`src/rtl/rotary_addr_bank_pkg.sv`:
```
// Shared encodings for the rotary address bank: quadrature states, step
// directions and the detent accumulator limits.
package rotary_addr_bank_pkg;

    typedef enum logic [1:0] {
        QS_00 = 2'b00,
        QS_01 = 2'b01,
        QS_11 = 2'b11,
        QS_10 = 2'b10
    } qstate_t;

    localparam logic DIR_UP   = 1'b1;
    localparam logic DIR_DOWN = 1'b0;

    // One extra bit beyond three so that a full detent (+4) is representable.
    localparam int ACC_W = 4;
    localparam logic signed [ACC_W-1:0] ACC_MAX = 4'sd4;
    localparam logic signed [ACC_W-1:0] ACC_MIN = -4'sd4;

    // Single-bit transitions along 00->01->11->10->00 count as "up".
    function automatic logic is_up_move(input qstate_t from_s, input qstate_t to_s);
        case (from_s)
            QS_00:   return to_s == QS_01;
            QS_01:   return to_s == QS_11;
            QS_11:   return to_s == QS_10;
            default: return to_s == QS_00;
        endcase
    endfunction

endpackage

```
`src/rtl/rotary_addr_bank_quad_decoder.sv`:
```
// Synchronises the encoder pins and decodes full Gray-code detents into
// one-cycle up/down/error strobes plus a push-button rising-edge strobe.
module quad_decoder
    import rotary_addr_bank_pkg::*;
(
    input  logic clk,
    input  logic rst_n,
    input  logic rot_a_i,
    input  logic rot_b_i,
    input  logic rot_ctr_i,
    output logic step_up_o,
    output logic step_dn_o,
    output logic err_o,
    output logic ctr_rise_o
);

    logic [1:0] a_sync_q;
    logic [1:0] b_sync_q;
    logic [2:0] ctr_sync_q;
    qstate_t    state_q, state_d;
    qstate_t    cur_s;
    logic signed [ACC_W-1:0] acc_q, acc_d;

    always_ff @(posedge clk or negedge rst_n) begin
        if (!rst_n) begin
            a_sync_q   <= '0;
            b_sync_q   <= '0;
            ctr_sync_q <= '0;
            state_q    <= QS_00;
            acc_q      <= '0;
        end else begin
            a_sync_q   <= {a_sync_q[0], rot_a_i};
            b_sync_q   <= {b_sync_q[0], rot_b_i};
            ctr_sync_q <= {ctr_sync_q[1:0], rot_ctr_i};
            state_q    <= state_d;
            acc_q      <= acc_d;
        end
    end

    assign cur_s      = qstate_t'({a_sync_q[1], b_sync_q[1]});
    assign ctr_rise_o = ctr_sync_q[1] & ~ctr_sync_q[2];

    always_comb begin
        state_d   = state_q;
        acc_d     = acc_q;
        step_up_o = 1'b0;
        step_dn_o = 1'b0;
        err_o     = 1'b0;
        if (cur_s != state_q) begin
            state_d = cur_s;
            if ((cur_s ^ state_q) == 2'b11) begin
                err_o = 1'b1;
                acc_d = '0;
            end else begin
                if (is_up_move(state_q, cur_s))
                    acc_d = (acc_q == ACC_MAX) ? acc_q : acc_q + 4'sd1;
                else
                    acc_d = (acc_q == ACC_MIN) ? acc_q : acc_q - 4'sd1;
                // Only a complete detent survives the return to rest.
                if (cur_s == QS_00) begin
                    step_up_o = (acc_d == ACC_MAX);
                    step_dn_o = (acc_d == ACC_MIN);
                    acc_d     = '0;
                end
            end
        end
    end

endmodule

```
`src/rtl/rotary_addr_bank.sv`:
```
// Multi-channel address bank stepped by a rotary encoder and cleared by its
// push button. Define ROT_ACCEL_EN to enable step acceleration.
module rotary_addr_bank
    import rotary_addr_bank_pkg::*;
#(
    parameter int CHANNELS     = 4,
    parameter int SEL_W        = 2,
    parameter int ADDR_W       = 5,
    parameter int WRAP         = 1,
    parameter int ACCEL_CYCLES = 500000,
    parameter int ACCEL_STEP   = 4
) (
    input  logic                       clk,
    input  logic                       rst_n,
    input  logic [SEL_W-1:0]           sel,
    input  logic                       rot_a,
    input  logic                       rot_b,
    input  logic                       rot_ctr,
    output logic [ADDR_W-1:0]          addr_o,
    output logic [CHANNELS*ADDR_W-1:0] addr_all,
    output logic                       step_pulse,
    output logic                       step_dir,
    output logic                       err_pulse
);

    localparam logic [31:0] ADDR_MAX = (32'd1 << ADDR_W) - 32'd1;

    if (CHANNELS < 2 || CHANNELS > 16 || (1 << SEL_W) < CHANNELS ||
        ADDR_W < 1 || ADDR_W > 16 || ACCEL_STEP < 1 || ACCEL_CYCLES < 1) begin : g_bad_params
        $error("rotary_addr_bank: illegal parameter set");
    end

    logic step_up, step_dn, dec_err, ctr_rise;
    logic sel_ok, clear, commit;
    logic [31:0] mag;
    logic [31:0] base_w, sum_w;
    logic [ADDR_W-1:0] diff_w, step_val;
    logic step_pulse_q, step_dir_q, err_q;

    quad_decoder u_dec (
        .clk        (clk),
        .rst_n      (rst_n),
        .rot_a_i    (rot_a),
        .rot_b_i    (rot_b),
        .rot_ctr_i  (rot_ctr),
        .step_up_o  (step_up),
        .step_dn_o  (step_dn),
        .err_o      (dec_err),
        .ctr_rise_o (ctr_rise)
    );

    assign sel_ok = (32'(sel) < 32'(CHANNELS));
    assign clear  = ctr_rise & sel_ok;
    assign commit = (step_up | step_dn) & sel_ok & ~clear;

`ifdef ROT_ACCEL_EN
    logic [31:0] cnt_q, cnt_d;

    always_ff @(posedge clk or negedge rst_n) begin
        if (!rst_n) cnt_q <= 32'(ACCEL_CYCLES);
        else        cnt_q <= cnt_d;
    end

    always_comb begin
        mag   = (cnt_q < 32'(ACCEL_CYCLES)) ? 32'(ACCEL_STEP) : 32'd1;
        cnt_d = cnt_q;
        if (commit)
            cnt_d = '0;
        else if (cnt_q < 32'(ACCEL_CYCLES))
            cnt_d = cnt_q + 32'd1;
    end
`else
    assign mag = 32'd1;
`endif

    // The selected channel's current value is addr_o, so one adder serves all.
    always_comb begin
        base_w   = 32'(addr_o);
        sum_w    = base_w + mag;
        diff_w   = addr_o - mag[ADDR_W-1:0];
        step_val = addr_o;
        if (WRAP != 0)
            step_val = step_up ? sum_w[ADDR_W-1:0] : diff_w;
        else if (step_up)
            step_val = (sum_w > ADDR_MAX) ? ADDR_MAX[ADDR_W-1:0] : sum_w[ADDR_W-1:0];
        else
            step_val = (base_w < mag) ? '0 : diff_w;
    end

    for (genvar gi = 0; gi < CHANNELS; gi++) begin : g_ch
        logic hit;
        logic [ADDR_W-1:0] ch_q, ch_d;

        assign hit = sel_ok && (32'(sel) == 32'(gi));

        always_comb begin
            ch_d = ch_q;
            if (hit && clear)
                ch_d = '0;
            else if (hit && commit)
                ch_d = step_val;
        end

        always_ff @(posedge clk or negedge rst_n) begin
            if (!rst_n) ch_q <= '0;
            else        ch_q <= ch_d;
        end

        assign addr_all[gi*ADDR_W +: ADDR_W] = ch_q;
    end

    always_comb begin
        addr_o = '0;
        for (int i = 0; i < CHANNELS; i++)
            if (sel_ok && 32'(sel) == 32'(i))
                addr_o = addr_all[i*ADDR_W +: ADDR_W];
    end

    always_ff @(posedge clk or negedge rst_n) begin
        if (!rst_n) begin
            step_pulse_q <= 1'b0;
            step_dir_q   <= DIR_DOWN;
            err_q        <= 1'b0;
        end else begin
            step_pulse_q <= commit;
            err_q        <= dec_err;
            if (commit)
                step_dir_q <= step_up ? DIR_UP : DIR_DOWN;
        end
    end

    assign step_pulse = step_pulse_q;
    assign step_dir   = step_dir_q;
    assign err_pulse  = err_q;

endmodule

```
`config.mk`:
```
export PLATFORM = sky130hd
export DESIGN_NAME = rotary_addr_bank
export DESIGN_NICKNAME = d
export VERILOG_FILES = /design/src/rtl/rotary_addr_bank_pkg.sv /design/src/rtl/rotary_addr_bank_quad_decoder.sv /design/src/rtl/rotary_addr_bank.sv
export SDC_FILE = /design/constraint.sdc
export NUM_CORES = 1
export LEC_CHECK = 0
export ABC_AREA = 1
export CORE_ASPECT_RATIO = 0.7
export CORE_MARGIN = 2
export CORE_UTILIZATION = 35
export DETAILED_ROUTE_END_ITERATION = 10
export PLACE_DENSITY = 0.64
export SYNTH_ARGS = -nofsm -noshare
export SYNTH_HDL_FRONTEND = slang
export SYNTH_SLANG_ARGS = --single-unit
export TNS_END_PERCENT = 10
```
`constraint.sdc`:
```
create_clock -name clk -period 3.6 [get_ports clk]
set_input_delay 0.72 -clock clk [delete_from_list [all_inputs] [get_ports clk]]
set_output_delay 0.72 -clock clk [all_outputs]
set_load 0.01 [all_outputs]
```
==> flow_summary_export.csv, run 1 <==
group,metric,value,unit
min_path,min_to,"u_dec.a_sync_q[1]",
power,power_density,608,nW/µm²
finish,diodes,0,
logic_synthesis,synth.avg_cell_area,7.61,µm²
timing,skew,8.81,ps
route,routed_wl,4.81,mm
route,drt_pass1_iterations,5,
route,highest_layer,"met4",
clock_network,clk_pin_slew,80,ps
grt,antenna_found_initial,0,
floorplan,start_util,36.4,%
grt,grt_first_pass_wirelength,8.14,mm
grt,grt_pass1_vias,1594,
route,drt-vias-per-instance,4.70,
timing,fin_crit_sh,90.2,%
critical_path,regToRegStartpoint,"u_dec.acc_q[0]",
timing,worst_slew_pin_slew,804,ps
floorplan,rows,23,
power,swShare,41.9,%
logic_synthesis,synth_nets,287,
status,run_status,"finished clean",
finish,drive_gt1_share,11.9,%
route,wl_met2,1.82,mm
clock_network,htreeDepth,2,
clock_network,clock_path_buffers,2,
logic_synthesis,synth_area,2080,µm²
timing,fin_setup_tns,0,ps
clock_network,worstSkewPairLatency,300,ps
grt,grt_max_degree,37,
critical_path,crit_path_max_fanout,6,
critical_path,crit_type,"in2out",
placed_design,routabilityCongestion,0.886,
placed_design,port_buffers,34,
timing,fmax,308,MHz
floorplan,fp.dieH,68.6,µm
min_path,min_from,"u_dec.a_sync_q[0]",
finish,final_common_cell,"nand2_1",
power,clkPwrFrac,18.6,%
placed_design,dp_hpwl,3.73,mm
logic_synthesis,synth_edf_count,0,
power,p_int,0.910,mW
logic_synthesis,synth-seq-cells,36,
placed_design,place_inst,379,
floorplan,ioPinCount,35,
critical_path,crit_path_end_kind,"primary output",
logic_synthesis,synth_cell_types,28,
route,detail-route-antenna-nets,0,
critical_path,worstSetupStartpointType,"input port",
finish,layout_common_cells,"nand2_1, dfrtp_1, clkdlybuf4s50_1, inv_1, nand3_1",
route,wl_per_cell,12.4,µm
timing,finalCriticalPeriod,3250,ps
critical_path,arrival,2530,ps
clock_network,cts_made_buffers,5,
logic_synthesis,synthArstFlopShare,100,%
floorplan,dieArea,6600,µm²
critical_path,r2r_slack,480,ps
clock_network,cts_setup_buffers,0,
min_path,hold_class,"reg2reg",
clock_network,cts_hold_buf,0,
power,leakage,1.34,nW
logic_synthesis,yosys_warnings,0,
floorplan,chipWidth,96.2,µm
timing,finalMaxSlewViolations,0,
clock_network,cts_sinks,36,
power,switching_power,0.656,mW
route,post-route-drc-count,0,
timing,finalSetupViolCount,0,
power,peakVddDrop,0.000277,V
critical_path,rr_worst_depth,20,
clock_network,clockRootBuffer,"clkbuf_8",
clock_network,post_cts_resized,0,
logic_synthesis,syn_inst,274,
min_path,worstHoldPathCells,0,
route,drtIter0Drc,112,
logic_synthesis,synth-main-ff-cell,"dfrtp_1",
timing,slew_headroom,46.4,%
floorplan,core_area,5730,µm²
power,pwr-share-seq,37.4,%
grt,grt_overflow,0,
route,wl_met1,2.58,mm
logic_synthesis,yosysTopAreaCellShare,43.2,%
route,met3WireLength,379,µm
finish,num-nets-final,324,
route,via_count,1819,
logic_synthesis,ys_top_cells_by_area,"dfrtp_1, nand2_1, nand3_1, inv_1, nor2_4",
finish,fin_cells,387,
grt,grt_util_all_layers,16.7,%
critical_path,required,2880,ps
finish,syn2layout_area_growth,23.5,%
logic_synthesis,yosys.area.top_type,"dfrtp_1",
logic_synthesis,yosysSeqAreaShare,43.2,%
power,p_comb_share,43.9,%
timing,grt_setup_unrepaired,"false",
clock_network,cts_tree,"done",
run,drv_cap,0,
timing,hold_viol,0,
critical_path,worstReg2RegEnd,"g_ch[1].ch_q[4]",
==> layout make-up <==
class                           instances  area (µm²)
Sequential cell                        36         901
Clock buffer                            5        68.8
Timing Repair Buffer                   34         335
Inverter                               30         113
Fill cell                             573        3150
Multi-Input combinational cell        204        1040
Clock inverter                          3        18.8
Tap cell                               75        93.8
==> critical path, stage by stage <==
cell and delay [ps]:
clkdlybuf4s50_1 640, inv_2 80, nor2_2 250, nand2_1 110, nand4_2 140, clkdlybuf4s50_1 580
==> logic make-up (layout without fill, tap and decap cells) <==
group | count (synthesis) | count (layout) | share of synthesized area (%)
compound gates | 9 | 9 | 2.40
buf+inv | 34 | 72 | 6.66
xor+xnor | 2 | 2 | 0.840
fa+ha+maj | 6 | 6 | 3.96
simple gates | 187 | 187 | 42.9
flops | 36 | 36 | 43.2
==> stage by stage <==
stage	hold slack (ps)	setup WS, ps	total power, mW	instance area (µm²)	utilization (%)
2_1_floorplan	331	1010	1.02	2080	-
3_3_place_gp	333	356	1.27	2490	43.4
3_5_place_dp	336	360	1.28	2490	43.4
4_1_cts	355	348	1.58	2570	45.0
5_1_grt	362	149	1.71	2570	45.0
6_report	355	353	1.57	2570	45.0
==> worst max path at each step <==
stage / endpoint / cells after the start / start / slack (ps)
CTS: addr_o[0] / 6 / sel[1] / 350
global route: g_ch[0].ch_q[4] / 20 / u_dec.acc_q[0] / 150
detailed placement: addr_o[0] / 6 / sel[1] / 360
global placement: addr_o[0] / 6 / sel[1] / 360
floorplan: g_ch[0].ch_q[4] / 20 / u_dec.acc_q[0] / 1010
finish: addr_o[0] / 6 / sel[1] / 350
==> state kept, by name (all words and copies together) (netlist names) <==
| name | cells |
|---|---|
| err_pulse | 1 |
| step_dir | 1 |
| u_dec.b_sync_q | 2 |
| step_pulse | 1 |
| u_dec.state_q | 2 |
| g_ch.ch_q | 20 |
| u_dec.ctr_sync_q | 3 |
| u_dec.a_sync_q | 2 |
| u_dec.acc_q | 4 |
==> cells in the mapped netlist (2+ instances only) <==
master and count:
nand2_4 5, o21ai_0 2, nand3_1 19, nor2_4 6
nand2_2 5, a21oi_1 2, o22ai_1 4, inv_1 24
nand4_1 8, clkbuf_1 2, dfrtp_1 36, ha_1 5
nand2_1 124, inv_2 6, nor2_1 13
==> per-layer routing <==
layer / vias up / global-route usage, %
met4: 0 / 5.36
met5: - / 0
met1: 824 / 27.0
met2: 60 / 20.5
li1: 931 / -
met3: 4 / 4.46
==> power groups by stage <==
stage	combinational (mW)	sequential (mW)	clock (mW)
floorplan	0.443	0.580	0
global placement	0.679	0.593	0
detailed placement	0.688	0.594	0
CTS	0.693	0.587	0.301
global route	0.788	0.603	0.320
finish	0.688	0.586	0.292
Power figures use the tool's default switching activity.
==> inputs of run 2 (changes only) <==
--- a/config.mk
+++ b/config.mk
@@ -10,7 +10,7 @@
 export CORE_MARGIN = 2
 export CORE_UTILIZATION = 35
 export DETAILED_ROUTE_END_ITERATION = 10
-export PLACE_DENSITY = 0.64
+export PLACE_DENSITY = 0.68
 export SYNTH_ARGS = -nofsm -noshare
 export SYNTH_HDL_FRONTEND = slang
 export SYNTH_SLANG_ARGS = --single-unit
==> run 2 against run 1 <==
Net effect:
- die area unchanged
- critical path depth unchanged
- non-clock buffer count unchanged
==> flow_summary_export.csv, run 2 (same netlist as run 1, synthesis figures left out) <==
group,metric,value,unit
floorplan,start_util,36.4,%
floorplan,ioPinCount,35,
timing,grt_setup_unrepaired,"false",
grt,grt_overflow,0,
critical_path,cpPeakStageDelay,650,ps
critical_path,crit_type,"in2out",
power,peakVddDrop,0.000224,V
timing,worst_slew_pin_slew,799,ps
clock_network,cts_sinks,36,
route,drtIter0Drc,78,
critical_path,worstSetupStartpointType,"input port",
clock_network,cts_tree,"done",
finish,syn2layout_area_growth,23.8,%
grt,grt_first_pass_wirelength,8.20,mm
finish,largest_reg_flops,20,
placed_design,port_buffers,34,
grt,grt_max_degree,37,
critical_path,arrival,2520,ps
route,wl_per_cell,12.4,µm
power,power_density,607,nW/µm²
grt,grt_pass1_vias,1645,
placed_design,routabilityCongestion,0.867,
route,via_count,1841,
clock_network,clockRootBuffer,"clkbuf_8",
power,p_total,1.57,mW
finish,top_register,"g_ch.ch_q",
route,post-route-drc-count,0,
finish,drive_gt1_share,11.9,%
finish,largest_registers,"g_ch.ch_q x20, u_dec.acc_q x4, u_dec.ctr_sync_q x3",
timing,fmax,309,MHz
finish,layout_common_cells,"nand2_1, dfrtp_1, clkdlybuf4s50_1, inv_1, nand3_1",
clock_network,cts_made_buffers,5,
critical_path,rr_worst_depth,20,
finish,final_common_cell,"nand2_1",
floorplan,fp.dieH,68.6,µm
timing,finalSetupViolCount,0,
placed_design,dp_slack,363,ps
timing,slew_headroom,46.7,%
min_path,worstHoldPathCells,0,
critical_path,crit_path_end_kind,"primary output",
critical_path,crit_path_top_delay_cell,"clkdlybuf4s50_1",
route,drt_pass1_iterations,4,
grt,antenna_found_initial,0,
critical_path,regToRegStartpoint,"u_dec.acc_q[0]",
grt,grt_util_all_layers,16.8,%
floorplan,rows,23,
critical_path,r2r_slack,450,ps
finish,diodes,0,
min_path,min_from,"u_dec.b_sync_q[0]",
timing,hold_viol,0,
timing,fin_setup_tns,0,ps
route,drt-vias-per-instance,4.76,
finish,nFillCells,572,
timing,fin_crit_sh,89.9,%
clock_network,cts_hold_buf,0,
power,leakage,1.34,nW
timing,skew,3.89,ps
min_path,min_to,"u_dec.b_sync_q[1]",
critical_path,cp-startpoint,"sel[1]",
route,routed_wl,4.82,mm
clock_network,cts_setup_buffers,0,
floorplan,dieArea,6600,µm²
status,run_status,"finished clean",
finish,num-nets-final,324,
clock_network,post_cts_resized,0,
critical_path,path_cells,"clkdlybuf4s50_1 -> inv_2 -> nor2_2 -> nand2_1 -> nand4_2 -> clkdlybuf4s50_1",
placed_design,place_inst,379,
placed_design,dp_hpwl,3.80,mm
critical_path,worstReg2RegEnd,"g_ch[0].ch_q[4]",
clock_network,clk_pin_slew,80,ps
timing,finalMaxSlewViolations,0,
finish,fin_cells,387,
critical_path,crit_path_max_fanout,6,
timing,finalCriticalPeriod,3240,ps
timing,finalWorstSetupSlack,363,ps
floorplan,core_area,5730,µm²
min_path,hold_class,"reg2reg",
critical_path,required,2880,ps
clock_network,htreeDepth,2,
clock_network,clock_path_buffers,2,
floorplan,chipWidth,96.2,µm
route,detail-route-antenna-nets,0,
run,drv_cap,0,
critical_path,cpMostUsedCell,"clkdlybuf4s50_1",
clock_network,worstSkewPairLatency,290,ps
## run 2: cell count changes in the layout (fill, tap and decap cells not counted), sizes merged
cell	previous run	this run
clkinv	3	1
clkinvlp	0	2
## run 2: per-stage QoR
| step | hold slack (ps) | cell area (µm²) | util (%) |
|---|---|---|---|
| global placement | 333 | 2490 | 43.4 |
| CTS | 355 | 2580 | 45.1 |
| global route | 360 | 2580 | 45.1 |
| finish | 352 | 2580 | 45.1 |
| floorplan | 331 | 2080 | - |
| detailed placement | 336 | 2490 | 43.4 |
## run 2: worst max-delay path: cells and delay by family
family	cells	cell delay (ps)
buf+inv	3	1280
simple gates	3	510
## run 2: cell type report
type | instances | area, µm² | share of cell area, %
inverters | 30 | 113 | 4.36
clock buffers | 5 | 68.8 | 2.67
multi-input cells | 204 | 1040 | 40.5
clock inverters | 3 | 23.8 | 0.921
well taps | 75 | 93.8 | 3.64
repair buffers | 34 | 335 | 13.0
flip-flops and latches | 36 | 901 | 34.9
## run 2: where the power goes
group	switching [mW]	internal [mW]	leakage, nW
sequential	0.102	0.484	0.466
clock	0.157	0.137	0.0404
combinational	0.394	0.292	0.831
## run 2: how the worst max path moves through the flow
| stage | end | depth (start not counted) |
|---|---|---|
| CTS | addr_o[0] | 6 |
| floorplan | g_ch[0].ch_q[4] | 20 |
| detailed placement | addr_o[0] | 6 |
| global route | g_ch[0].ch_q[4] | 20 |
| global placement | addr_o[1] | 6 |
| finish | addr_o[0] | 6 |
## run 2: routing by layer
layer	up-vias	global-route usage [%]	wire, µm
li1	936	-	-
met1	842	25.9	2470
met2	56	22.7	1900
met3	7	4.67	403
met4	0	4.82	47
met5	-	0	0
==> inputs of run 3 (changes only) <==
--- a/config.mk
+++ b/config.mk
@@ -10,8 +10,9 @@
 export CORE_MARGIN = 2
 export CORE_UTILIZATION = 35
 export DETAILED_ROUTE_END_ITERATION = 10
-export PLACE_DENSITY = 0.68
+export PLACE_DENSITY = 0.69
 export SYNTH_ARGS = -nofsm -noshare
 export SYNTH_HDL_FRONTEND = slang
+export SYNTH_HIERARCHICAL = 1
 export SYNTH_SLANG_ARGS = --single-unit
 export TNS_END_PERCENT = 10
==> run 3 against run 2 <==
Net effect:
- largest power group unchanged
- clock-buffer cell count stayed put
- sequential cell count did not move
- highest routed layer unchanged
- combinational power decreased by 17%
- synthesized area shrank 1.4%
- sequential power fell by 7.0%
- power shrank 6.2%
- first-iteration DRC count up 71%
- critical path depth is the same
- fmax shrank 0.77%
- global-route usage shrank 0.57 points
- critical endpoint unchanged
- clock skew up 1.8 ps
- hold slack got worse by 1.3 ps
==> flow_summary_export.csv, run 3 <==
group,metric,value,unit
status,run_status,"finished clean",
route,detail-route-antenna-nets,0,
grt,grt_util_all_layers,16.3,%
critical_path,arrival,2540,ps
finish,regArea,901,µm²
floorplan,fp.dieH,68.1,µm
clock_network,clockRootBuffer,"clkbuf_8",
power,power_density,566,nW/µm²
finish,num-nets-final,325,
clock_network,cts_made_buffers,5,
floorplan,ioPinCount,35,
power,switching_power,0.553,mW
clock_network,clk_pin_slew,70,ps
logic_synthesis,synth_area,2060,µm²
timing,hold_viol,0,
finish,final_common_cell,"nand2_1",
timing,skew,5.73,ps
placed_design,routabilityCongestion,0.836,
min_path,hold_class,"reg2reg",
clock_network,cts_sinks,36,
clock_network,cts_setup_buffers,0,
route,post-route-drc-count,0,
power,leakage,1.31,nW
clock_network,cts_hold_buf,0,
power,pwr-share-seq,37.1,%
timing,finalWorstSetupSlack,338,ps
route,drt-vias-per-instance,4.82,
clock_network,htreeDepth,2,
placed_design,dp_slack,354,ps
logic_synthesis,yosys.area.top_type,"dfrtp_1",
finish,drive_gt1_share,14.1,%
finish,nFillCells,565,
route,wl_per_cell,12.3,µm
route,via_count,1870,
floorplan,rows,23,
logic_synthesis,synthArstFlopShare,100,%
clock_network,post_cts_resized,0,
timing,finalSetupViolCount,0,
floorplan,core_area,5700,µm²
logic_synthesis,synth_edf_count,0,
power,peakVddDrop,0.000265,V
placed_design,dp_hpwl,3.80,mm
logic_synthesis,synthTopCellsByCount,"nand2_1, dfrtp_1, inv_1, nand3_1",
grt,grt_first_pass_wirelength,8.00,mm
timing,finalCriticalPeriod,3260,ps
finish,largest_registers,"g_ch.ch_q x20, u_dec/acc_q x4, u_dec/ctr_sync_q x3",
logic_synthesis,synth.most_common_cell,"nand2_1",
floorplan,chipWidth,95.6,µm
critical_path,crit_type,"in2out",
clock_network,cts_tree,"done",
floorplan,start_util,36.1,%
placed_design,port_buffers,34,
critical_path,cpPeakStageDelay,590,ps
power,p_comb_share,38.6,%
power,clkPwrFrac,24.3,%
grt,grt_pass1_vias,1680,
finish,multi_input_area,987,µm²
logic_synthesis,yosysTopAreaCellShare,43.8,%
logic_synthesis,synth_cell_types,31,
run,drv_cap,0,
critical_path,required,2880,ps
floorplan,dieArea,6510,µm²
finish,syn2layout_area_growth,26.2,%
timing,fin_setup_tns,0,ps
timing,fin_crit_sh,90.6,%
critical_path,path_cells,"clkdlybuf4s50_1 -> nor2_1 -> nand2_1 -> nand3_1 -> and2_1 -> clkdlybuf4s50_1",
critical_path,worstSetupStartpointType,"input port",
critical_path,crit_path_max_fanout,8,
grt,antenna_found_initial,0,
timing,slew_headroom,35.6,%
power,p_total,1.47,mW
clock_network,clock_path_buffers,2,
finish,diodes,0,
finish,layout_common_cells,"nand2_1, dfrtp_1, clkdlybuf4s50_1, inv_1, nand3_1",
power,swShare,37.7,%
timing,grt_setup_unrepaired,"false",
logic_synthesis,syn_inst,273,
clock_network,worstSkewPairLatency,290,ps
critical_path,cpMostUsedCell,"clkdlybuf4s50_1",
timing,fmax,307,MHz
logic_synthesis,synth-main-ff-cell,"dfrtp_1",
logic_synthesis,synth.avg_cell_area,7.53,µm²
power,p_int,0.916,mW
timing,hold_slack,351,ps
logic_synthesis,yosys_warnings,6,
grt,grt_overflow,0,
critical_path,crit_path_top_delay_cell,"clkdlybuf4s50_1",
route,routed_wl,4.79,mm
logic_synthesis,synth_nets,286,
critical_path,crit_path_end_kind,"primary output",
finish,largest_reg_flops,20,
logic_synthesis,yosysSeqAreaShare,43.8,%
logic_synthesis,synth-seq-cells,36,
route,drtIter0Drc,133,
grt,grt_max_degree,23,
finish,top_register,"g_ch.ch_q",
logic_synthesis,ys_top_cells_by_area,"dfrtp_1, nand2_1, inv_1, nand3_1, o21ai_0",
timing,worst_slew_pin_slew,963,ps
route,drt_pass1_iterations,5,
timing,finalMaxSlewViolations,0,
-- run 3: per-layer routing --
layer	routed length, µm	share of wire [%]	global-route usage, %	up-vias
li1	-	-	-	937
met1	2400	50	24.6	860
met2	1960	41	23.0	68
met3	398	8.3	4.30	5
met4	29	0.61	3.75	0
met5	0	0	0	-
-- run 3: per-stage QoR --
stage | cells | cell area (µm²) | utilization (%)
2_1_floorplan | 273 | 2060 | -
5_1_grt | 388 | 2590 | 45.5
6_report | 388 | 2590 | 45.5
4_1_cts | 388 | 2590 | 45.5
3_3_place_gp | 380 | 2480 | 43.6
3_5_place_dp | 380 | 2480 | 43.6
-- run 3: logic make-up after synthesis --
kind of cell,share of synthesized area [%]
simple gates,34.0
mux,0.548
flops,43.8
compound gates,9.01
fa+ha+maj,4.02
buf+inv,8.16
xor+xnor,0.426
-- run 3: layout make-up --
class	count	area share (%)
multi-input cells	194	38.0
flip-flops and latches	36	34.7
repair buffers	36	13.7
inverters	39	5.64
well taps	75	3.62
clock buffers	5	2.65
clock inverters	3	1.64
-- run 3: path summary, 6_finish.rpt --
check | startpoint | to | slack [ps] | depth (start not counted)
max | sel[1] | addr_o[0] | 340 | 6
min | u_dec/a_sync_q[0] | u_dec/a_sync_q[1] | 350 | 0
max reg2reg | u_dec/acc_q[0] | g_ch[2].ch_q[4] | 640 | 18
min reg2reg | u_dec/a_sync_q[0] | u_dec/a_sync_q[1] | 350 | 0
max in group asynchronous | rst_n | g_ch[3].ch_q[1] | 1880 | 2
min in group asynchronous | rst_n | err_pulse | 960 | 1
-- run 3: power groups by stage --
| stage | sequential (mW) | combinational [mW] | clock [mW] |
|---|---|---|---|
| global route | 0.556 | 0.648 | 0.382 |
| finish | 0.545 | 0.567 | 0.356 |
| floorplan | 0.547 | 0.362 | 0 |
| detailed placement | 0.553 | 0.566 | 0 |
| global placement | 0.552 | 0.558 | 0 |
| CTS | 0.546 | 0.570 | 0.361 |
-- run 3: worst max-delay path: cells and delay by family --
| family | cells | cell delay, ps |
|---|---|---|
| AND/OR/NAND/NOR | 4 | 690 |
| buffers and inverters | 2 | 1140 |
